--- src/rtl/channel_wrap_pkg.sv ---
// Shared constants for the channel wrap tester: line map, pattern indices and FSM states.
package channel_wrap_pkg;

    // Wrapped line map: bus 0..7, bus parity, mark 0, then the nine tag lines.
    localparam int unsigned BUS_LSB    = 0;
    localparam int unsigned BUS_MSB    = BUS_LSB + 7;
    localparam int unsigned BUS_PARITY = BUS_MSB + 1;
    localparam int unsigned MARK0      = BUS_PARITY + 1;
    localparam int unsigned TAG_LSB    = MARK0 + 1;
    localparam int unsigned TAG_MSB    = TAG_LSB + 8;

    localparam int unsigned WRAP_LINES    = TAG_MSB + 1;
    localparam int unsigned PATTERN_COUNT = 40;
    localparam int unsigned PAT_W         = 6;

    localparam logic [PAT_W-1:0] PAT_ONES   = PAT_W'(1);
    localparam logic [PAT_W-1:0] WALK1_BASE = PAT_W'(2);
    localparam logic [PAT_W-1:0] WALK0_BASE = PAT_W'(2 + WRAP_LINES);
    localparam logic [PAT_W-1:0] PAT_LAST   = PAT_W'(PATTERN_COUNT - 1);

    typedef enum logic [2:0] {
        StIdle,
        StDrive,
        StSettle,
        StCheck,
        StDone
    } state_e;

endpackage

--- src/rtl/channel_wrap_tester_pattern_gen.sv ---
// Combinational pattern table: index 0 all-zero, 1 all-one, then walking one, then walking zero.
module wrap_pattern_gen
    import channel_wrap_pkg::*;
(
    input  logic [PAT_W-1:0]      idx_i,
    output logic [WRAP_LINES-1:0] pattern_o
);

    localparam logic [WRAP_LINES-1:0] ONE_HOT_BASE = WRAP_LINES'(1);

    logic [PAT_W-1:0] bit_sel;

    always_comb begin
        bit_sel   = '0;
        pattern_o = '0;
        if (idx_i == PAT_ONES) begin
            pattern_o = '1;
        end else if (idx_i >= WALK1_BASE && idx_i < WALK0_BASE) begin
            bit_sel   = idx_i - WALK1_BASE;
            pattern_o = ONE_HOT_BASE << bit_sel;
        end else if (idx_i >= WALK0_BASE && idx_i <= PAT_LAST) begin
            bit_sel   = idx_i - WALK0_BASE;
            pattern_o = ~(ONE_HOT_BASE << bit_sel);
        end
    end

endmodule

--- src/rtl/channel_wrap_tester.sv ---
// Self-running wrap tester for one bus-and-tag channel. First-fail capture is built only when
// WRAP_TEST_FIRST_FAIL_EN is defined; otherwise fail_index_o/fail_data_o are tied to zero.
module channel_wrap_tester
    import channel_wrap_pkg::*;
#(
    parameter int unsigned SETTLE_CYCLES = 8,
    parameter int unsigned PASSES        = 1,
    parameter int unsigned ERR_W         = 16
) (
    input  logic                  clk_i,
    input  logic                  reset_ni,
    input  logic                  start_i,
    input  logic                  abort_i,
    output logic                  busy_o,
    output logic                  done_o,
    output logic                  pass_o,
    output logic [ERR_W-1:0]      err_count_o,
    output logic                  frontend_enable_o,
    output logic [WRAP_LINES-1:0] wrap_out_o,
    input  logic [WRAP_LINES-1:0] wrap_in_i,
    output logic [PAT_W-1:0]      fail_index_o,
    output logic [WRAP_LINES-1:0] fail_data_o
);

    state_e                state_q, state_d;
    logic [PAT_W-1:0]      pat_q, pat_d;
    logic [7:0]            settle_q, settle_d;
    logic [7:0]            sweep_q, sweep_d;
    logic [ERR_W-1:0]      err_q, err_d;
    logic                  pass_q, pass_d;
    logic [WRAP_LINES-1:0] wrap_q, wrap_d;
    logic [WRAP_LINES-1:0] sync1_q, sync2_q;
    logic [WRAP_LINES-1:0] pattern;
    logic                  busy, abort_hit, start_accept, check_fire, mismatch;

    wrap_pattern_gen u_pattern_gen (
        .idx_i     (pat_q),
        .pattern_o (pattern)
    );

    assign busy         = (state_q == StDrive) || (state_q == StSettle) || (state_q == StCheck);
    assign abort_hit    = abort_i && busy;
    assign start_accept = (state_q == StIdle) && start_i && !abort_i;
    assign check_fire   = (state_q == StCheck) && !abort_i;
    assign mismatch     = sync2_q != pattern;

    always_comb begin
        state_d  = state_q;
        pat_d    = pat_q;
        settle_d = settle_q;
        sweep_d  = sweep_q;
        err_d    = err_q;
        pass_d   = pass_q;
        wrap_d   = wrap_q;
        unique case (state_q)
            StIdle: begin
                if (start_accept) begin
                    state_d = StDrive;
                    pat_d   = '0;
                    sweep_d = '0;
                    err_d   = '0;
                    pass_d  = 1'b0;
                end
            end
            StDrive: begin
                wrap_d   = pattern;
                settle_d = 8'(SETTLE_CYCLES);
                state_d  = StSettle;
            end
            StSettle: begin
                if (settle_q == 8'd1) state_d = StCheck;
                else                  settle_d = settle_q - 8'd1;
            end
            StCheck: begin
                if (mismatch && (err_q != '1)) err_d = err_q + ERR_W'(1);
                if (pat_q == PAT_LAST) begin
                    pat_d   = '0;
                    sweep_d = sweep_q + 8'd1;
                    state_d = (sweep_q == 8'(PASSES - 1)) ? StDone : StDrive;
                end else begin
                    pat_d   = pat_q + PAT_W'(1);
                    state_d = StDrive;
                end
            end
            StDone:  state_d = StIdle;
            default: state_d = StIdle;
        endcase
        // Abort wins over any in-flight step; the mismatch count is frozen where it stands.
        if (abort_hit) begin
            state_d = StDone;
            err_d   = err_q;
        end
        if (state_d == StDone && state_q != StDone) begin
            pass_d = !abort_hit && (err_d == '0);
            wrap_d = '0;
        end
    end

    always_ff @(posedge clk_i or negedge reset_ni) begin
        if (!reset_ni) begin
            state_q  <= StIdle;
            pat_q    <= '0;
            settle_q <= '0;
            sweep_q  <= '0;
            err_q    <= '0;
            pass_q   <= 1'b0;
            wrap_q   <= '0;
            sync1_q  <= '0;
            sync2_q  <= '0;
        end else begin
            state_q  <= state_d;
            pat_q    <= pat_d;
            settle_q <= settle_d;
            sweep_q  <= sweep_d;
            err_q    <= err_d;
            pass_q   <= pass_d;
            wrap_q   <= wrap_d;
            sync1_q  <= wrap_in_i;
            sync2_q  <= sync1_q;
        end
    end

`ifdef WRAP_TEST_FIRST_FAIL_EN
    logic [PAT_W-1:0]      fail_idx_q, fail_idx_d;
    logic [WRAP_LINES-1:0] fail_data_q, fail_data_d;

    // A zero error count at a mismatching check means this is the run's first failure.
    always_comb begin
        fail_idx_d  = fail_idx_q;
        fail_data_d = fail_data_q;
        if (start_accept) begin
            fail_idx_d  = '0;
            fail_data_d = '0;
        end else if (check_fire && mismatch && (err_q == '0)) begin
            fail_idx_d  = pat_q;
            fail_data_d = sync2_q;
        end
    end

    always_ff @(posedge clk_i or negedge reset_ni) begin
        if (!reset_ni) begin
            fail_idx_q  <= '0;
            fail_data_q <= '0;
        end else begin
            fail_idx_q  <= fail_idx_d;
            fail_data_q <= fail_data_d;
        end
    end

    assign fail_index_o = fail_idx_q;
    assign fail_data_o  = fail_data_q;
`else
    logic unused_capture;
    assign unused_capture = start_accept ^ check_fire;
    assign fail_index_o   = '0;
    assign fail_data_o    = '0;
`endif

    assign busy_o            = busy;
    assign done_o            = (state_q == StDone);
    assign pass_o            = pass_q;
    assign err_count_o       = err_q;
    assign frontend_enable_o = busy;
    assign wrap_out_o        = wrap_q;

endmodule
--- config.mk ---
export PLATFORM = sky130hd
export DESIGN_NAME = channel_wrap_tester
export DESIGN_NICKNAME = d
export VERILOG_FILES = /design/src/rtl/channel_wrap_pkg.sv /design/src/rtl/channel_wrap_tester_pattern_gen.sv /design/src/rtl/channel_wrap_tester.sv
export SDC_FILE = /design/constraint.sdc
export NUM_CORES = 1
export LEC_CHECK = 0
export ABC_AREA = 0
export BUFFER_PORTS_ARGS = -buffer_cell sky130_fd_sc_hd__buf_2
export CAP_MARGIN = 0
export CORE_ASPECT_RATIO = 1.5
export CORE_MARGIN = 2
export CORE_UTILIZATION = 57
export DETAILED_ROUTE_END_ITERATION = 8
export PLACE_DENSITY = 0.8
export SYNTH_ARGS = -nofsm -noshare
export SYNTH_HDL_FRONTEND = slang
export SYNTH_HIERARCHICAL = 1
export SYNTH_SLANG_ARGS = --single-unit
export TNS_END_PERCENT = 30
--- constraint.sdc ---
create_clock -name clk_i -period 6.6 [get_ports clk_i]
set_clock_uncertainty 0.05 [all_clocks]
set_input_delay 0.33 -clock clk_i [delete_from_list [all_inputs] [get_ports clk_i]]
set_output_delay 0.33 -clock clk_i [all_outputs]
set_load 0.05 [all_outputs]
==> results by group <==
Placement
  – Placed cell areas: 0.00564 mm^2
  – Routability cong.: 0.956
  – Port buffer count: 61
  – Placed cells: 722
  – Final HPWL DP: 10100 um

Cells and area
  – Share of layout cells above drive strength 1: 0.158
  – N_diodes: 0
  – Nets: 656
  – Most frequent cells in the layout: dfrtp_1, nand2_1, buf_2
  – Area Overhead vs Synth: 10.8%
  – Non-Filler Instances: 739
  – Final Cell Area: 0.00597 mm^2
  – Most common cell after layout, fill and taps aside: dfrtp_1

Pwr
  – Power density cells: 349 mW/mm^2
  – Maximum VDD drop: 0.000306 V
  – Leak pwr: 2.63 nW

Timing
  – Final period util: 0.827
  – RSZ-0062 raised after global routing: no
  – Final hold vios: 0
  – Slew margin rel.: 0.350
  – FMAX: 183 MHz
  – Count of final setup violators: 0
  – Min Tclk post-route: 5.46 ns
  – Final setup TNS: 0 ns
  – Slew Limit Fails: 0
  – Worst-margin pin slew: 0.976 ns

Floorplan
  – Core Box Area: 0.00920 mm^2
  – Die span in x: 83.4 um
  – Top Ports: 87
  – Die height: 123 um
  – Die area: 0.0103 mm^2
  – Initial Util: 0.585
  – Core Rows: 43

Yosys
  – Async S/R FF share, synth: 1.00
  – Post-Synth Adder-Cell Area: 0.0256
  – Number of synthesized flops with an enable pin: 0
  – Post-Synth Simple-Gate Area: 0.217
  – Synthesized cell area: 0.00538 mm^2
  – Library cells used by synthesis: 69
  – Syn_area_per_cell: 9.38 um^2
  – Synthesized flop and latch total: 99
  – Post-synthesis mux area share: 0.00604
  – Register area share after synthesis: 0.460
  – Post-synthesis xor/xnor area fraction: 0.0632
  – Largest family of logic cells by synthesized area: simple AND/OR/NAND/NOR gates
  – Commonest register cell after synthesis: dfrtp_1
  – Ys Warns: 6
  – Synth Area in Compound Gates: 0.157
  – Cells after Synth: 574

CTS
  – Clock Latency Late Sink: 0.35 ns
  – Clk pin slew, worst setup/hold paths: 0.08 ns
  – Hold-fix buffers at CTS: 1
  – CTS Buffer Depth: 2
  – Clock buffer count from CTS: 9
  – H-tree depth: 3
  – Clk sinks: 99
  – Root Buffer: clkbuf_16
  – Post-CTS sizing: 0
  – CTS tree: yes
  – Setup Buffers After CTS: 0

Global routing
  – Vias in the first global route: 4370
  – Initial antenna violation count: 0
  – Largest net degree at the start of global routing: 53
  – Grt ovf: 0
  – Global-route wire length before repair: 22300 um
  – Total track usage: 0.278

Drt
  – Drt first pass iters: 6
  – Avg Vias per Cell: 6.21
  – Final wirelength: 14100 um
  – Avg WL per Cell: 19.0 um
  – Remaining DRCs: 0
  – DRT antenna net count: 0
  – Iteration-0 DRC Markers: 458
  – Vias post-DR: 4586

Setup path
  – Endpoint class of the critical path: flop
  – CP max FO: 19
  – Critical Path RT: 6.83 ns
  – Setup CP Type: reg2reg
  – Arrival time of the worst setup path: 5.69 ns
  – Startpoint types: flop

Worst hold path
  – Worst Hold Class: in2reg

Flow run
  – Max-cap violations: 0

Outcome
  – Status: completed
[flip-flops by register name (all words and copies together) (netlist names)]
name         cells
sync1_q         19
sync2_q         19
wrap_out_o      19
err_count_o     16
settle_q         8
sweep_q          8
pat_q            6
state_q          3
pass_o           1
[worst max-delay path: stages (launching register included)]
cell and delay [ns]:
dfrtp_1 0.70, inv_1 0.17, ha_1 0.33, o21bai_1 0.25, a211oi_1 0.36, buf_4 0.22
nand4_1 0.10, a222oi_1 0.60, xnor2_1 0.13, nand4_1 0.12, nor2_1 0.08, a21oi_1 0.52
buf_4 0.28, and3_1 0.16, o22ai_1 0.12, or4_1 0.52, or4_1 0.54, o21ai_1 0.13
[per-stage QoR]
step | utilization | worst slack (ns) | hold WS, ns | power (W)
2_1_floorplan | - | 1.79 | -0.0156 | 0.00137
4_1_cts | 0.648 | 1.25 | 0.0292 | 0.00209
5_1_grt | 0.648 | 0.831 | 0.0258 | 0.00218
3_3_place_gp | 0.613 | 1.48 | 0.282 | 0.00152
6_report | 0.648 | 1.14 | 0.0339 | 0.00208
3_5_place_dp | 0.613 | 1.33 | 0.285 | 0.00153
[report_power, final]
group / total [W] / leakage [nW] / switching, W / internal [W]
Sequential: 0.000774 / 1.28 / 0.0000832 / 0.000691
Clock: 0.000552 / 0.152 / 0.000249 / 0.000303
Combinational: 0.000754 / 1.19 / 0.000552 / 0.000202
Total: 0.00208 / 2.63 / 0.000884 / 0.00120
[Yosys cell counts, types with 10 or more instances]
library cell / number / share of area
clkbuf_1: 16 / 0.011
nand2_1: 71 / 0.050
inv_1: 10 / 0.0070
nand3_1: 25 / 0.023
buf_4: 27 / 0.038
nand4_1: 19 / 0.022
xor2_1: 10 / 0.016
nor2_1: 38 / 0.026
o211ai_1: 15 / 0.021
o21ai_0: 24 / 0.022
a21oi_1: 33 / 0.031
ha_1: 11 / 0.026
dfrtp_1: 99 / 0.46
xnor2_1: 27 / 0.044
buf_2: 10 / 0.0093
[kinds of logic (layout without fill, tap and decap cells)]
group                    after synthesis  count (layout)
XOR/XNOR                              38              38
flip-flops                            99              99
AO/OA/AOI/OAI                        124             124
buffers and inverters                 69              98
AND/OR/NAND/NOR                      229             229
multiplexers                           3               3
other                                  1              25
adder cells (fa/ha/maj)               11              11
[path summary, 6_finish.rpt]
path                               startpoint     endpoint  slack [ns]  cells after the start
max in group asynchronous            reset_ni   sync2_q[3]        4.91                      3
worst max-delay path                 pat_q[2]       pass_o        1.14                     17
min in group asynchronous            reset_ni  settle_q[4]        0.49                      2
worst max register to register       pat_q[2]       pass_o        1.14                     17
worst min register to register    sync1_q[12]  sync2_q[12]        0.30                      0
worst min-delay path            wrap_in_i[14]  sync1_q[14]        0.03                      1
[layer usage]
layer / wire length [um] / part of all wire / GRT usage / vias up
li1: - / - / - / 2109
met5: 0 / 0 / 0 / -
met1: 5450 / 0.39 / 0.326 / 2212
met2: 7340 / 0.52 / 0.499 / 215
met4: 517 / 0.037 / 0.130 / 0
met3: 758 / 0.054 / 0.0427 / 50
[area by class of cell]
cell class                      instances  area, um^2
Fill cell                             787        3230
Multi-Input combinational cell        430        2620
Sequential cell                        99        2480
Timing Repair Buffer                   69         370
Clock buffer                           10         229
Tap cell                              112         140
Clock inverter                          6        83.8
Inverter                               13        48.8
Power figures use the tool's default switching activity.
